### src/rtl/sort_if.sv
// Host/RAM bus of the in-place exchange sorter.
// Groups the start/busy/done handshake, the sort mode, abort, the swap
// counter and the combinational-read RAM port into a single bundle.
//   start, desc, abort : host -> sorter
//   busy, done, swap_cnt : sorter -> host
//   Dout : RAM -> sorter (read data for Addr, same cycle)
//   Addr, Din, WE : sorter -> RAM (write occurs on posedge clk when WE=1)
// Handshake: start is a level sampled only while busy=0; the sorter answers
// with busy high from the next cycle until after the single-cycle done
// pulse. abort cancels at the next edge with no done pulse.
interface sort_if #(
    parameter int W = 8,
    parameter int K = 8
);
    localparam int AW = $clog2(K);
    localparam int SW = $clog2(K * (K - 1) / 2 + 1);

    logic          start;
    logic          desc;
    logic          abort;
    logic [W-1:0]  Dout;
    logic [AW-1:0] Addr;
    logic [W-1:0]  Din;
    logic          WE;
    logic          busy;
    logic          done;
    logic [SW-1:0] swap_cnt;

    // Host/RAM side
    modport master (
        output start, desc, abort, Dout,
        input  Addr, Din, WE, busy, done, swap_cnt
    );

    // Sorter side
    modport slave (
        input  start, desc, abort, Dout,
        output Addr, Din, WE, busy, done, swap_cnt
    );
endinterface

### src/rtl/sort_engine.sv
// Self-sequencing in-place exchange sorter over an external K-entry RAM.
// For every pair (i, j) with i < j it reads both entries, compares them
// (ascending or descending, unsigned) and swaps them in memory when out of
// order. mem[i] is held in A across the inner j loop and updated after a
// swap, so it is read only once per outer pass.
// Ports:
//   clk   : rising-edge clock
//   rst_n : asynchronous active-low reset
//   bus   : sort_if slave (start/desc/abort in, busy/done/swap_cnt out,
//           Dout in, Addr/Din/WE out)
module sort_engine #(
    parameter int W = 8,
    parameter int K = 8
) (
    input logic   clk,
    input logic   rst_n,
    sort_if.slave bus
);
    localparam int AW = $clog2(K);
    localparam int SW = $clog2(K * (K - 1) / 2 + 1);
    localparam logic [AW-1:0] LAST_J = AW'(K - 1);
    localparam logic [AW-1:0] LAST_I = AW'(K - 2);

    typedef enum logic [2:0] {
        IDLE,
        RD_A,
        RD_B,
        CMP,
        WR_I,
        WR_J,
        NXT,
        DONE
    } state_t;

    state_t        state_q, state_d;
    logic [AW-1:0] i_q, i_d;
    logic [AW-1:0] j_q, j_d;
    logic [W-1:0]  a_q, a_d;
    logic [W-1:0]  b_q, b_d;
    logic          mode_q, mode_d;
    logic [SW-1:0] swap_cnt_q, swap_cnt_d;

    logic          swap;
    // One extra bit so i+2 cannot wrap when K is a power of two.
    logic [AW:0]   j_row_start;

    logic [AW-1:0] addr;
    logic [W-1:0]  din;
    logic          we;

    assign swap        = mode_q ? (a_q < b_q) : (a_q > b_q);
    assign j_row_start = {1'b0, i_q} + (AW + 1)'(2);

    always_comb begin
        state_d    = state_q;
        i_d        = i_q;
        j_d        = j_q;
        a_d        = a_q;
        b_d        = b_q;
        mode_d     = mode_q;
        swap_cnt_d = swap_cnt_q;
        case (state_q)
            IDLE: begin
                if (bus.start && !bus.abort) begin
                    i_d        = '0;
                    j_d        = AW'(1);
                    mode_d     = bus.desc;
                    swap_cnt_d = '0;
                    state_d    = RD_A;
                end
            end
            RD_A: begin
                a_d     = bus.Dout;
                state_d = RD_B;
            end
            RD_B: begin
                b_d     = bus.Dout;
                state_d = CMP;
            end
            CMP: begin
                state_d = swap ? WR_I : NXT;
            end
            WR_I: begin
                state_d = WR_J;
            end
            WR_J: begin
                // A now mirrors the value just written to mem[i].
                a_d        = b_q;
                swap_cnt_d = swap_cnt_q + SW'(1);
                state_d    = NXT;
            end
            NXT: begin
                if (j_q != LAST_J) begin
                    j_d     = j_q + AW'(1);
                    state_d = RD_B;
                end else if (i_q != LAST_I) begin
                    i_d     = i_q + AW'(1);
                    j_d     = j_row_start[AW-1:0];
                    state_d = RD_A;
                end else begin
                    state_d = DONE;
                end
            end
            DONE: begin
                state_d = IDLE;
            end
            default: begin
                state_d = IDLE;
            end
        endcase
        // Abort overrides every transition; datapath updates of this cycle
        // (including a write already on the bus) still take effect.
        if (bus.abort) begin
            state_d = IDLE;
        end
    end

    always_ff @(posedge clk or negedge rst_n) begin
        if (!rst_n) begin
            state_q    <= IDLE;
            i_q        <= '0;
            j_q        <= '0;
            a_q        <= '0;
            b_q        <= '0;
            mode_q     <= 1'b0;
            swap_cnt_q <= '0;
        end else begin
            state_q    <= state_d;
            i_q        <= i_d;
            j_q        <= j_d;
            a_q        <= a_d;
            b_q        <= b_d;
            mode_q     <= mode_d;
            swap_cnt_q <= swap_cnt_d;
        end
    end

    // RAM port decode: writes only ever happen in WR_I / WR_J.
    always_comb begin
        addr = '0;
        din  = '0;
        we   = 1'b0;
        case (state_q)
            RD_A: addr = i_q;
            RD_B: addr = j_q;
            WR_I: begin
                addr = i_q;
                din  = b_q;
                we   = 1'b1;
            end
            WR_J: begin
                addr = j_q;
                din  = a_q;
                we   = 1'b1;
            end
            default: begin
                addr = '0;
                din  = '0;
                we   = 1'b0;
            end
        endcase
    end

    assign bus.Addr     = addr;
    assign bus.Din      = din;
    assign bus.WE       = we;
    assign bus.busy     = (state_q != IDLE);
    assign bus.done     = (state_q == DONE);
    assign bus.swap_cnt = swap_cnt_q;
endmodule
### src/flat_wrapper.sv
// flat-port wrapper written by rule: the top's interface ports become plain ports
module sort_engine_flat 
#(
    parameter int W = 8,
    parameter int K = 8
)
  (clk, rst_n, bus_start, bus_desc, bus_abort, bus_Dout, bus_Addr, bus_Din, bus_WE, bus_busy, bus_done, bus_swap_cnt);
  sort_if #(.W(W), .K(K)) bus_i ();
  input logic clk;
  input logic rst_n;
  input wire logic [$bits(bus_i.start)-1:0] bus_start;
  input wire logic [$bits(bus_i.desc)-1:0] bus_desc;
  input wire logic [$bits(bus_i.abort)-1:0] bus_abort;
  input wire logic [$bits(bus_i.Dout)-1:0] bus_Dout;
  output wire logic [$bits(bus_i.Addr)-1:0] bus_Addr;
  output wire logic [$bits(bus_i.Din)-1:0] bus_Din;
  output wire logic [$bits(bus_i.WE)-1:0] bus_WE;
  output wire logic [$bits(bus_i.busy)-1:0] bus_busy;
  output wire logic [$bits(bus_i.done)-1:0] bus_done;
  output wire logic [$bits(bus_i.swap_cnt)-1:0] bus_swap_cnt;
  assign bus_i.start = bus_start;
  assign bus_i.desc = bus_desc;
  assign bus_i.abort = bus_abort;
  assign bus_i.Dout = bus_Dout;
  assign bus_Addr = bus_i.Addr;
  assign bus_Din = bus_i.Din;
  assign bus_WE = bus_i.WE;
  assign bus_busy = bus_i.busy;
  assign bus_done = bus_i.done;
  assign bus_swap_cnt = bus_i.swap_cnt;
  sort_engine #(.W(W), .K(K)) u_core (.clk(clk), .rst_n(rst_n), .bus(bus_i));
endmodule
### config.mk
export PLATFORM = sky130hd
export DESIGN_NAME = sort_engine_flat
export DESIGN_NICKNAME = d
export VERILOG_FILES = /design/src/rtl/sort_if.sv /design/src/rtl/sort_engine.sv /design/src/flat_wrapper.sv
export SDC_FILE = /design/constraint.sdc
export NUM_CORES = 1
export LEC_CHECK = 0
export CORE_MARGIN = 2
export CORE_UTILIZATION = 55
export CTS_BUF_LIST = sky130_fd_sc_hd__clkbuf_8
export DETAILED_ROUTE_END_ITERATION = 8
export GPL_TIMING_DRIVEN = 0
export PLACE_DENSITY = 0.84
export SLEW_MARGIN = 20
export SYNTH_ARGS = -nofsm -noshare
export SYNTH_HDL_FRONTEND = slang
export SYNTH_SLANG_ARGS = --single-unit
### constraint.sdc
create_clock -name clk -period 2 [get_ports clk]
set_clock_uncertainty 0.1 [all_clocks]
set_input_delay 0.6 -clock clk [delete_from_list [all_inputs] [get_ports clk]]
set_output_delay 0.6 -clock clk [all_outputs]
set_load 0.01 [all_outputs]
* After elaboration in Yosys (flattened, before gate mapping)
Index checks and enable logic that the tools add are counted.
** Word-level totals
- Word-level logic and storage cells :: 61
- Bits of input ports :: 13
- Register bits after elaboration :: 31
** Operators by class
- Eq/ne operators :: 14
- Reductions and logical operators :: 14
- Mux-type cells :: 20
- Add/sub/neg operators :: 4
- Magnitude comparators :: 2
** Operator list (number)
- $pmux 8 s2 :: 2
- $mux 3 :: 9
- $pmux 3 s8 :: 1
- $pmux 3 s2 :: 3
- $eq 3x3->1 const B :: 4
- $pmux 5 s2 :: 1
- $gt 8x8->1 :: 1
- $lt 8x8->1 :: 1
- $add 3x1->3 const B :: 2
- $eq 3x2->1 const B :: 2
- $ne 3x3->1 const B :: 2
- $reduce_bool 2->1 :: 3
- $reduce_or 2->1 :: 3
- $add 5x1->5 const B :: 1
- $mux 5 :: 1
- $ne 2x1->1 const B :: 2
- $reduce_and 2->1 :: 2
- $reduce_and 4->1 :: 1
- $add 3x2->3 const B :: 1
- $eq 3x1->1 const B :: 1
- $logic_not 3->1 :: 1
- $ne 3x1->1 const B :: 1
- $ne 3x2->1 const B :: 1
- $reduce_and 3->1 :: 1
- other kinds (6) :: 7

* Depth between registers and ports, before layout
- Depth in word-level cells :: 5
- Mapped depth :: 7
- Gate-level depth less buffers :: 7

* Worst setup path before layout
OpenSTA, ideal clock, no wires.
- Path kind :: reg2out
- Start :: register u_core.state_q[1]
- End :: output port bus_Addr[0]
- Arrival :: 1294 ps
- Cell stages (with the launch flop) :: 7
- Data required time :: 1300 ps
- Slack :: 6 ps
- Buffers on the path :: 2
- Cells stage by stage :: dfrtp_1 -> nor2b_1 -> nor2b_1 -> buf_2 -> clkbuf_1 -> nand2_1 -> o21ai_0
** Between the ends
- Longest elaborated chain between the ends :: 3
- Elaborated cells between the ends (all ways) :: 7
** Ends and longest elaborated chain
- start, declared :: line sort_engine.sv:35 : state_t state_q, state_d;
- start signal, assigned :: line sort_engine.sv:128 : state_q <= state_d;
- $eq 3x2->1 (tied with other cells) :: line sort_engine.sv:143 : case (state_q)
- $reduce_or 2->1 (no source line)
- $pmux 3 s2 * :: line sort_engine.sv:143
- end, declared :: line flat_wrapper.sv:15 : output wire logic [$bits(bus_i.Addr)-1:0] bus_Addr;
Mark *: on every way between the ends. The rest lies on a longest branch, timed or not.

* Worst setup path after layout
- Start :: register u_core.state_q[2]
- End :: output port bus_Addr[0]
Same word-level chain as after synthesis.

==> flow_summary.json <==
{
  "p_leak_nw": 1.24,
  "dp_hpwl_mm": 3.05,
  "port_buffers": 31,
  "dieWidth_um": 63.5,
  "start_kind": "register",
  "grt.overflow.total": 0,
  "cp_num_buf_inv": 3,
  "num_antenna_cells": 0,
  "violations": "negative setup slack",
  "async_reset_ff_share_pct": 100,
  "final_hold_viol_count": 0,
  "dr.pass1.iters": 5,
  "crit_slowest_cell": "dfrtp_1",
  "die_area_um2": 4040,
  "relSlewSlack_pct": 52.1,
  "p_total_w": 0.00283,
  "wl_per_cell_um": 20.8,
  "period_share_pct": 118,
  "worst_hold_path_type": "in -> async",
  "drc": 0,
  "fp.coreArea_um2": 3360,
  "worstPathCellList": "buf_6 -> buf_8 -> xnor2_1 -> nor2_1 -> a31oi_1 -> o21ai_1 -> buf_2",
  "dr.first_iter.drc_count": 296,
  "powerDensity_nw_per_um2": 975,
  "rsz0062_at_grt": "yes",
  "ant_nets": 0,
  "cp-end-kind": "output pin",
  "yosysTopAreaCellShare_pct": 39.8,
  "grt_max_degree": 32,
  "synth_top_area_cell": "dfrtp_1",
  "clock_latency_ns": 0.30,
  "htreeDepth": 2,
  "arrival_ns": 1.67,
  "critPathMaxStageDelay_ns": 0.40,
  "max_freq_ghz": 0.422,
  "critical_path_class": "reg -> out",
  "chipHeight_um": 63.5,
  "critical_path.max_fanout": 7,
  "ir_drop_uv": 899,
  "yosys_register_bits": 31,
  "syn_nets": 243,
  "synth_area_leaders": "dfrtp_1 (40%), mux2i_1 (9.8%), ha_1 (8.3%)",
  "initial_core_util_pct": 58.0,
  "required_ns": 1.30,
  "numCtsBuffers": 5,
  "grt_pass1_vias": 1783,
  "grt.total_usage_pct": 26.2,
  "syn_area_um2": 1950,
  "grt_antenna_before_repair": 0,
  "status": "finished with violations",
  "netlist-cell-type-count": 36,
  "tightest_slew_ns": 0.719,
  "drt-total-wl_mm": 6.64,
  "synthMostInstantiatedCell": "dfrtp_1",
  "yosysWarnings": 0,
  "synth_common_cells": "dfrtp_1 (31), nand2_1 (29), o21ai_0 (29)",
  "syn_inst": 217,
  "drive_gt1_share_pct": 32.5,
  "grt_pass1_wl_mm": 8.21,
  "finalCriticalPeriod_ns": 2.37,
  "via_per_inst": 6.32,
  "synth_area_per_cell_um2": 8.98,
  "cts.sinks": 31,
  "io-pin-count": 32,
  "drv_cap": 0,
  "vias": 2023,
  "synth_flop_cell": "dfrtp_1",
  "slew_viol_final": 0,
  "cts_root_buf": "clkbuf_8",
  "setup_slack_ns": -0.368,
  "fill_cells": 164,
  "path_clk_slew_ns": 0.07,
  "num_rows": 21,
  "place_congestion": 0.838,
  "placed_cells": 294,
  "setup_viol": 22,
  "fin_nets": 299,
  "synth_edf_count": 0,
  "cp_top_family": "buffers and inverters",
  "ctsLongestPathBuffers": 2,
  "fin_cells": 320,
  "cts_tree": "built",
  "syn_to_final_growth_pct": 48.9,
  "ys_seq_area_share_pct": 39.8
}
logic make-up after synthesis:
logic type                 share of synthesized area [%]
AOI/OAI and AO/OA                                   14.8
xor gates and xnor gates                            1.35
and+or+nand+nor                                     17.9
DFF                                                 39.8
muxes                                               12.6
buffers and inverters                               5.20
adders and majority gates                           8.34
report_power, final:
group,internal [W],switching (W),total (W)
Sequential,0.000788,0.000230,0.00102
Clock,0.000403,0.000252,0.000655
Combinational,0.000554,0.000603,0.00116
through the flow:
stage / setup WS, ns / TNS [ns] / instance area (um2) / hold WS (ns) / utilization, %
2_1_floorplan: 0.00582 / 0 / 1950 / 0.204 / -
3_3_place_gp: -0.885 / -17.97 / 2320 / 0.393 / 68.9
3_5_place_dp: -0.883 / -7.32 / 2310 / 0.406 / 68.8
4_1_cts: -0.200 / -1.32 / 2560 / 0.269 / 76.3
5_1_grt: -0.399 / -4.04 / 2900 / 0.298 / 86.3
6_report: -0.368 / -3.17 / 2900 / 0.247 / 86.3
placed cells by master (no fill, tap or decap), types with 3 or more instances in the layout:
cell type	synthesis	final
dfrtp_1	31	30
a21oi_1	9	9
o21ai_1	1	9
mux2i_4	0	7
buf_2	6	5
buf_4	0	15
buf_12	0	3
nand2b_1	5	4
buf_8	0	3
buf_6	1	14
nor2_4	0	7
mux2_2	5	3
ha_1	13	13
nor2b_4	0	3
inv_1	11	11
clkdlybuf4s50_1	0	15
clkbuf_8	0	6
o21ai_0	29	20
nor2_1	15	6
nand2_1	29	29
nand3_1	6	6
mux2i_1	19	11
layer usage:
layer	GRT usage, %	part of all wire [%]	vias to the layer above
met5	0	0	-
met4	10.1	4.4	0
met3	5.36	8.2	33
met2	43.2	50	132
met1	33.8	37	987
li1	-	-	871
path summary, 6_finish.rpt:
path,startpoint,depth (start not counted),slack (ns),endpoint
min in group clk,u_core.bus.swap_cnt[2],1,0.45,u_core.bus.swap_cnt[2]
worst max-delay path,u_core.state_q[2],7,-0.37,bus_Addr[0]
worst max register to register,u_core.state_q[2],9,-0.14,u_core.bus.swap_cnt[2]
worst min-delay path,rst_n,1,0.25,u_core.state_q[2]
max in group asynchronous,rst_n,1,1.05,u_core.state_q[0]
worst min register to register,u_core.bus.swap_cnt[2],1,0.45,u_core.bus.swap_cnt[2]
cell type report:
class	instances	area (um2)	area share [%]
plain buffers	9	100	3.45
clock buffers	6	82.6	2.84
clock inverters	2	35.0	1.21
inverters	11	41.3	1.42
multi-input cells	163	1300	44.9
flip-flops and latches	31	777	26.8
well taps	46	57.6	1.98
repair buffers	52	505	17.4
flip-flops by register name, indices dropped and copies added, names as in the netlist:
name                 count
u_core.b_q               8
u_core.a_q               8
u_core.bus.swap_cnt      5
u_core.j_q               3
u_core.mode_q            1
u_core.i_q               3
u_core.state_q           3
repair_timing:
action                                  CTS  global route
endpoints found under the setup margin   14            22
hold buffers                              0             0
gates resized for setup                  89            63
cloned                                    0             1
buffers inserted                         12             8
pin swaps                                 6            18
Note: power is estimated with default switching activity, not from simulation.
==> patch: new RTL, same settings <==
Take the reset off `a_q` and `b_q` and load them in a clocked block of their own.
--- a/src/rtl/sort_engine.sv
+++ b/src/rtl/sort_engine.sv
@@ -122,4 +122,2 @@
             j_q        <= '0;
-            a_q        <= '0;
-            b_q        <= '0;
             mode_q     <= 1'b0;
@@ -130,4 +128,2 @@
             j_q        <= j_d;
-            a_q        <= a_d;
-            b_q        <= b_d;
             mode_q     <= mode_d;
@@ -135,2 +131,7 @@
         end
+    end
+
+    always_ff @(posedge clk) begin
+        a_q <= a_d;
+        b_q <= b_d;
     end
Formal check against the unedited RTL: same outputs for any inputs over 10 cycles, from zero or initial values and one cycle with rst_n low; that may be too few to reach the edited logic, so the function may still have changed.
==> patch against the unedited design <==
  * The run still ends with setup timing left
  * Utilization decreased by 5.9 points
  * Sequential cell count unchanged
  * Area after synthesis decreased by 4.4%
  * Setup slack improved by 0.15 ns
  * Routed wire length decreased by 18%
  * Cell area decreased by 9.0%
Power is not compared: it rests on default switching activity, and its combinational part moved more than twofold at a synthesized area within 25%.
==> patch: results (changes against the unedited design) <==
metric	value	unit	change
post_dp_cell_area	0.00224	mm²	-3.3%
final.setup.tns	-1.66	ns	+1.51 ns
seq_area_frac_synth	45.9	%	+6.1 points
synth_compound_area_share	13.2	%	-1.5 points
m1WireLength	2250	µm	-8.9%
synth_cell_types	37		+2.8%
setup_viol	13		-41%
num-multi-input-gates	139		-15%
synth_edf_count	16		+16
worstHoldPathType	flip-flop to flip-flop		
clock_cell_area_share	3.46	%	-0.60 points
async_flop_share	48.4	%	-52 points
dp_hpwl	2860	µm	-6.1%
crit_arrival	1.52	ns	-0.15 ns
synth_fa_ha_area_share	8.73	%	+0.39 points
grt_usage	28.5	%	+2.2 points
globalplace.congestion	0.801		-4.4%
post_cts_resized	87		-2.2%
ff_latch_area	856	µm²	+10%
violations	setup timing		
grtUsageMet1	35.9	%	+2.1 points
layout.nets	279		-6.7%
slew_headroom	54.7	%	+2.6 points
routed_wl	5460	µm	-18%
grt_max_degree	16		-50%
synth_mux_area_share	8.93	%	-3.7 points
fill_cells	198		+21%
grt_pass1_wl	8370	µm	+1.9%
multi_input_area_share	38.7	%	-6.2 points
fin_ws	-0.218	ns	+0.149 ns
synth_area_per_cell	9.81	µm²	+9.2%
finalInstanceArea	0.00264	mm²	-9.0%
vias	1765		-13%
nNonClkBuffers	65		+6.6%
netlist_top_cells_area	edfxtp_1 (26%), dfrtp_1 (20%), ha_1 (8.7%)		
final_cells	300		-6.3%
status	complete, but fails checks		
place_inst	267		-9.2%
wl_met2	2700	µm	-19%
drt-initial-drc-count	109		-63%
use_met2	47.1	%	+4.0 points
critPathTopFamily	simple AND/OR/NAND/NOR gates		
layout.nonclk_buf_share	21.7	%	+0.87 points
vdd_drop_max	0.000446	V	
place_ws	-0.779	ns	+0.103 ns
## patch: cell types whose count changed after synthesis, sizes merged, moves of 2 or more
cell,before,now
buf,7,3
clkbuf,5,7
dfrtp,31,15
edfxtp,0,16
mux2i,19,11
nand2,29,20
o21ai,30,20
o22ai,2,4
## patch: final timing paths
path	endpoint	startpoint	slack, ns	cells after the start
worst min register to register	u_core.mode_q$_DFFE_PN0P_	u_core.mode_q$_DFFE_PN0P_	0.47	1
max in group asynchronous	u_core.j_q[0]$_DFFE_PN0P_	rst_n	0.73	1
min in group asynchronous	u_core.j_q[2]$_DFFE_PN0P_	rst_n	0.62	1
worst min-delay path	u_core.mode_q$_DFFE_PN0P_	u_core.mode_q$_DFFE_PN0P_	0.47	1
worst max-delay path	bus_Addr[1]	u_core.state_q[0]$_DFFE_PN0P_	-0.22	6
worst max register to register	u_core.i_q[1]$_DFFE_PN0P_	u_core.state_q[2]$_DFFE_PN0P_	0.09	8
